==> src/rtl/alu_result_queue.sv <==
// alu_result_queue: in-order ALU result FIFO feeding the register file, owning NZP and evaluating BR.
// Optional `CC_FORWARD_EN lets the branch check see the youngest pending CC instead of only committed NZP.
module alu_result_queue #(
  parameter int WIDTH    = 16,
  parameter int REG_BITS = 3,
  parameter int DEPTH    = 2
) (
  input  logic                     clk,
  input  logic                     reset_n,
  input  logic                     in_valid,
  output logic                     in_ready,
  input  logic [WIDTH-1:0]         in_result,
  input  logic [REG_BITS-1:0]      in_dr,
  input  logic                     in_ld_reg,
  input  logic                     in_set_cc,
  output logic                     out_valid,
  input  logic                     out_ready,
  output logic                     rf_we,
  output logic [REG_BITS-1:0]      rf_addr,
  output logic [WIDTH-1:0]         rf_data,
  input  logic                     flush,
  input  logic [2:0]               br_nzp,
  output logic                     br_taken,
  output logic [2:0]               nzp,
  output logic [$clog2(DEPTH):0]   count
);
  localparam int AW = $clog2(DEPTH);
  localparam int CW = AW + 1;
  localparam logic [CW-1:0] FULL = CW'(DEPTH);
  logic [WIDTH-1:0]    r_result [DEPTH];
  logic [REG_BITS-1:0] r_dr [DEPTH];
  logic [2:0]          r_cc [DEPTH];
  logic [DEPTH-1:0]    r_ld, r_scc;
  logic [AW-1:0]       r_wr, r_rd;
  logic [CW-1:0]       r_count;
  logic [2:0]          r_nzp, w_nzp_eff, w_cc_in;
  logic                w_push, w_pop, w_zero;
  assign in_ready  = r_count != FULL;
  assign out_valid = r_count != '0;
  // flush wins over both handshakes: nothing enters, nothing retires
  assign w_push    = in_valid & in_ready & ~flush;
  assign w_pop     = out_valid & out_ready & ~flush;
  assign w_zero    = in_result == '0;
  assign w_cc_in   = {in_result[WIDTH-1], w_zero, ~in_result[WIDTH-1] & ~w_zero};
  assign rf_we     = w_pop & r_ld[r_rd] & reset_n;
  assign rf_addr   = r_dr[r_rd];
  assign rf_data   = r_result[r_rd];
  assign nzp       = r_nzp;
  assign count     = r_count;
  assign br_taken  = |(br_nzp & w_nzp_eff);
  always_ff @(posedge clk)
    if (w_push) begin
      r_result[r_wr] <= in_result;
      r_dr[r_wr]     <= in_dr;
      r_cc[r_wr]     <= w_cc_in;
      r_ld[r_wr]     <= in_ld_reg;
      r_scc[r_wr]    <= in_set_cc;
    end
  always_ff @(posedge clk) begin
    if (!reset_n || flush) begin
      r_wr    <= '0;
      r_rd    <= '0;
      r_count <= '0;
    end else begin
      r_wr    <= r_wr + AW'(w_push);
      r_rd    <= r_rd + AW'(w_pop);
      r_count <= r_count + CW'(w_push) - CW'(w_pop);
    end
    if (!reset_n) r_nzp <= 3'b010;
    else if (w_pop && r_scc[r_rd]) r_nzp <= r_cc[r_rd];
  end
`ifdef CC_FORWARD_EN
  // walk oldest to youngest so the last matching entry wins
  always_comb begin
    w_nzp_eff = r_nzp;
    for (int i = 0; i < DEPTH; i++)
      w_nzp_eff = (!flush && CW'(i) < r_count && r_scc[r_rd + AW'(i)]) ? r_cc[r_rd + AW'(i)] : w_nzp_eff;
  end
`else
  assign w_nzp_eff = r_nzp;
`endif
endmodule

==> config.mk <==
export PLATFORM = sky130hd
export DESIGN_NAME = alu_result_queue
export DESIGN_NICKNAME = d
export VERILOG_FILES = /design/src/rtl/alu_result_queue.sv
export SDC_FILE = /design/constraint.sdc
export NUM_CORES = 1
export LEC_CHECK = 0
export CAP_MARGIN = 20
export CORE_MARGIN = 4
export CORE_UTILIZATION = 42
export DETAILED_ROUTE_END_ITERATION = 10
export DONT_BUFFER_PORTS = 1
export MAX_ROUTING_LAYER = met4
export SKIP_LAST_GASP = 1
export SLEW_MARGIN = 25
export SYNTH_ARGS = -nofsm -noshare
export SYNTH_HDL_FRONTEND = slang
export SYNTH_SLANG_ARGS = --single-unit
==> constraint.sdc <==
create_clock -name clk -period 4.75 [get_ports clk]
set_input_delay 0.475 -clock clk [delete_from_list [all_inputs] [get_ports clk]]
set_output_delay 0.475 -clock clk [all_outputs]
set_load 0.01 [all_outputs]
* Word level (Yosys, flattened, before mapping)
Memory sizes are Yosys's and may differ from the RTL's. A register that Yosys moved wholly into a read port is not among the register bits.
Cells that the tools add are included.
** Operators by class
- $add $sub $neg :: 4
- Magnitude comparators :: 3
- Equality and inequality tests :: 1
- Multiplexer cells :: 12
- Bitwise operators :: 11
- Reduce and logical (&&, ||, !) cells :: 8
** Operator list (count)
- logical NOT 16 bit :: 1
- two-way mux 1 bit :: 9
- bitwise AND 1 bit :: 7
- bitwise mux 2 bit :: 2
- less-than comparator 1 x 2 -> 1 bit (second input constant) :: 2
- bitwise AND 3 bit :: 1
- inverter 1 bit :: 3
- OR reduction 3 bit :: 1
- adder 1 bit :: 2
- adder 2 x 1 -> 2 bit :: 1
- logical AND 1 bit :: 2
- logical NOT 1 bit :: 2
- != test 2 bit (second input constant) :: 1
- nonzero test 2 bit :: 1
- subtractor 2 x 1 -> 2 bit :: 1
- demux 1 bit (select 1 bit) :: 1
- greater-or-equal comparator 1 bit (second input constant) :: 1
- logical OR 1 bit :: 1
** Storage, ports and cells
- Register bits :: 8
- Memory bits (writable) :: 44
- Bits of input ports :: 29
- Output and inout bits :: 28
- Word-level logic and storage cells :: 47
- Memories :: 3
** Memories
- r_result :: words 2, bits a word 16, rd ports 1, clocked after Yosys merged registers in 1, write ports 1, RTL line 30 : logic [WIDTH-1:0] r_result [DEPTH];
- r_cc :: words 2, bits a word 3, rd ports 1, clocked after Yosys merged registers in 1, write ports 1, RTL line 32 : logic [2:0] r_cc [DEPTH];
- r_dr :: words 2, bits a word 3, rd ports 1, clocked after Yosys merged registers in 1, write ports 1, RTL line 31 : logic [REG_BITS-1:0] r_dr [DEPTH];

* Logic depth before layout (Yosys ltp)
- Depth after elaboration :: 5
- Mapped depth :: 7
- Gate-level depth less buffers :: 7

* Least setup slack after synthesis
Ideal clock, no wire load.
- Path kind :: reg-to-reg
- Start :: register r_count[0] (netlist: count[0])
- End :: memory r_cc[1][0], enable pin
- Setup time :: 0.382 ns
- Arrival time :: 1.493 ns
- Data required time :: 4.368 ns
- Path slack :: 2.876 ns
- Stages on the path, launching flop included :: 4
- Buffers on the path :: 0
- Period minus slack after synthesis :: 1.874 ns
- Cell sequence :: dfxtp_1 > nand2b_2 > and3b_1 > ha_1
** On the way
- Longest elaborated chain between the ends :: 5
** Ends and longest elaborated chain
- start, declared :: RTL line 35 : logic [CW-1:0] r_count;
- start signal, assigned :: RTL line 67 : r_count <= r_count + CW'(w_push) - CW'(w_pop);
- != test 2 bit :: RTL line 38 : assign in_ready = r_count != FULL;
- net in_ready :: RTL line 11 : output logic in_ready,
- bitwise AND 1 bit (2 in series) :: RTL line 41 : assign w_push = in_valid & in_ready & ~flush;
- two-way mux 1 bit :: RTL line 52 : if (w_push) begin
- two-way mux 1 bit (implied by the code) :: RTL line 55 : r_cc[r_wr] <= w_cc_in;
- end, declared :: RTL line 32
The timed path passes the listed nets, and every way through them passes these cells.

* Worst setup path in the final report
- Start :: register r_rd
- End :: output port rf_we
** On the way
- Longest elaborated chain between the ends :: 4
** Ends and longest elaborated chain
- start, declared :: RTL line 34 : logic [AW-1:0] r_wr, r_rd;
- start signal, assigned :: RTL line 66 : r_rd <= r_rd + AW'(w_pop);
- two-way mux 1 bit (implied by the code) (2 in series) :: RTL line 45 : assign rf_we = w_pop & r_ld[r_rd] & reset_n;
- bitwise AND 1 bit (2 in series) :: RTL line 45
- end, declared :: RTL line 18 : output logic rf_we,
No other way between the ends. The select of a mux whose other input is x is not followed.

==> results.py <==
metrics = {
    "job": {
        "maxCapViolCount": 0,
    },
    "power_and_ir_drop": {
        "p_leak_nw": 0.745,
        "clkPwrFrac": 0.306,
        "p_switching_w": 0.000166,
        "ir_drop_mv": 0.204,
        "internal-power_w": 0.000636,
        "p_sw_frac": 0.207,
        "p_per_area_nw_per_um2": 351,
        "comb_power_share": 0.042,
        "seqPwrFrac": 0.652,
    },
    "setup_path": {
        "worstPathCellList": "mux2_2 -> and3_1",
        "critPathLaunchType": "flip-flop",
        "worstPathRequired_ps": 4280,
        "cp_max_fo": 25,
        "criticalPathCategory": "reg2out",
        "crit_slowest_cell": "dfxtp_2",
        "slowest_delay_ps": 720,
        "critPathArrivalTime_ps": 1650,
        "crit_path_end_kind": "output port",
    },
    "synth": {
        "synth_compound_area_frac": 0.0222,
        "synthAdderAreaFrac": 0.0176,
        "synth_top_family_by_area": "multiplexers",
        "yosysWarnings": 0,
        "postSynthNetCount": 154,
        "synth_xor_xnor_area_share": 0.00820,
        "ys_seq_area_frac": 0.712,
        "synth_area_sq_um": 2140,
        "synth.distinct_cells": 30,
        "synth_cells": 122,
        "avgSynthCellArea_sq_um": 17.5,
        "ys_ff_latch": 53,
        "muxShareOfSynthArea": 0.143,
        "synthArstFlopShare": 0,
        "synth_flop_cell": "edfxtp_1",
        "synthSimpleGateAreaFrac": 0.0773,
        "synth_edf_count": 46,
    },
    "timing": {
        "min_period_ps": 2130,
        "finalHoldViolCount": 0,
        "rsz0062_at_grt": "no",
        "relSlewSlack": 0.598,
        "fmax_mhz": 471,
        "worstMarginPinSlew_ps": 603,
        "skew_ps": 6.17,
        "fin_crit_sh": 0.447,
        "setup_viol": 0,
        "tns_ps": 0,
        "maxSlewViolCount": 0,
    },
    "floorplanning": {
        "num_io_pins": 57,
        "coreArea_sq_um": 4820,
        "die_area_sq_um": 6290,
        "die_h_um": 79.3,
        "start_util": 0.444,
        "die_w_um": 79.3,
        "rows": 25,
    },
    "drt": {
        "drt-vias-per-instance": 5.16,
        "wl_per_cell_um": 18.1,
        "vias": 1001,
        "drtIter0Drc": 43,
        "drtAntennaViolNets": 0,
        "first_pass_iters": 4,
        "wl_mm": 3.52,
        "drc": 0,
    },
    "grt": {
        "top_usage_layer": "met2",
        "met2_usage": 0.199,
        "grt_use_total": 0.122,
        "antenna_found_initial": 0,
        "grt_use_met1": 0.126,
        "grt_pass1_vias": 1108,
        "overflow": 0,
        "grt_util_met3": 0.0703,
        "grt_start_max_net_pins": 26,
        "grt_pass1_wl_mm": 5.51,
    },
    "layout": {
        "nets": 158,
        "multi_input_area_sq_um": 578,
        "regArea_sq_um": 1520,
        "final_layout_size_suffix_gt1_frac": 0.307,
        "fill_cells": 420,
        "final_cells": 194,
        "insertedDiodeCount": 0,
        "syn_to_final_growth_pct": 7.08,
    },
    "clock_network": {
        "cts_sinks": 53,
        "htree_levels": 2,
        "cts_buffer_depth": 2,
        "clkSlewWorstSetupHoldPaths_ps": 90,
        "hold_buffers": 0,
        "cts_buffers": 5,
        "cts_tree": "built",
        "cts_root_buf": "clkbuf_8",
        "cts_resized": 0,
        "cts_setup_buffers": 0,
        "clock_latency_ps": 300,
    },
    "outcome": {
        "status": "complete, no violations",
    },
    "placed_design": {
        "port_buffers": 0,
        "dp_hpwl_mm": 2.46,
        "gp_congestion": 0.653,
        "dp.cells": 186,
    },
    "min_path": {
        "min_path_type": "in2reg",
    },
}
-- placed cells by master (no fill, tap or decap), drive strengths merged, types with 2 or more instances in the layout --
| cell type | instances |
|---|---|
| nor4 | 4 |
| clkbuf | 5 |
| dfxtp | 7 |
| mux2 | 22 |
| ha | 3 |
| inv | 5 |
| edfxtp | 46 |
| nand2b | 4 |
| nand2 | 6 |
| mux2i | 5 |
| nor2 | 4 |
| xor2 | 2 |
-- synth_stat cells (all sizes together), types with 2 or more instances --
library cell | number | area share
buf | 3 | 0.013
dfxtp | 7 | 0.066
edfxtp | 46 | 0.65
ha | 3 | 0.018
inv | 4 | 0.0070
mux2 | 22 | 0.12
mux2i | 5 | 0.025
nand2 | 6 | 0.011
nand2b | 4 | 0.016
nor2 | 4 | 0.0082
nor4 | 4 | 0.012
xor2 | 2 | 0.0082
-- power by group through the flow --
stage | Sequential (W) | Clock, W | Combinational, W
global route | 0.000524 | 0.000278 | 0.0000372
floorplan | 0.000532 | 0 | 0.0000290
CTS | 0.000523 | 0.000255 | 0.0000347
finish | 0.000523 | 0.000245 | 0.0000341
detailed placement | 0.000534 | 0 | 0.0000346
global placement | 0.000533 | 0 | 0.0000335
-- per-layer routing --
layer  up-vias  share of wire
li1        469              -
met1       485           0.38
met2        43           0.51
met3         4          0.098
met4         0         0.0065
met5         -              0
-- worst max-delay path, delay by kind of cell, from the launching register on --
family | cells | cell delay [ps]
flops | 1 | 720
mux | 1 | 400
simple gates | 1 | 220
-- cell type report --
type / count / area share
Sequential cell: 53 / 0.665
Multi-Input combinational cell: 62 / 0.253
Tap cell: 67 / 0.0366
Clock inverter: 3 / 0.00875
Inverter: 4 / 0.00656
Clock buffer: 5 / 0.0301
-- per-stage QoR --
stage | hold slack (ps) | worst slack, ps | utilization | cell area (sq um) | total power, W
floorplan | 490 | 2880 | - | 2140 | 0.000561
global placement | 512 | 2580 | 0.455 | 2190 | 0.000567
detailed placement | 517 | 2500 | 0.455 | 2190 | 0.000568
CTS | 249 | 2220 | 0.474 | 2280 | 0.000813
global route | 229 | 2530 | 0.475 | 2290 | 0.000839
finish | 263 | 2620 | 0.475 | 2290 | 0.000802
-- kinds of logic after synthesis --
logic type,count (synthesis)
AO/OA/AOI/OAI,4
XOR/XNOR,2
adder cells (fa/ha/maj),3
buffers and inverters,7
flip-flops,53
multiplexers,27
AND/OR/NAND/NOR,26
-- sequential cells by signal, summed over array words and instances (netlist names) --
signal    flops
count         2
nzp           3
r_cc          5
r_dr          6
r_ld          2
r_rd          1
r_result     31
r_scc         2
r_wr          1
-- worst paths after layout --
path,from,to,slack [ps],cells after the start
max,r_rd,rf_we,2620,2
min,in_result[12],r_result[0][12],260,0
max reg2reg,count[0],count[1],2810,7
min reg2reg,nzp[2],nzp[2],530,2
(Power assumes the default switching activity.)
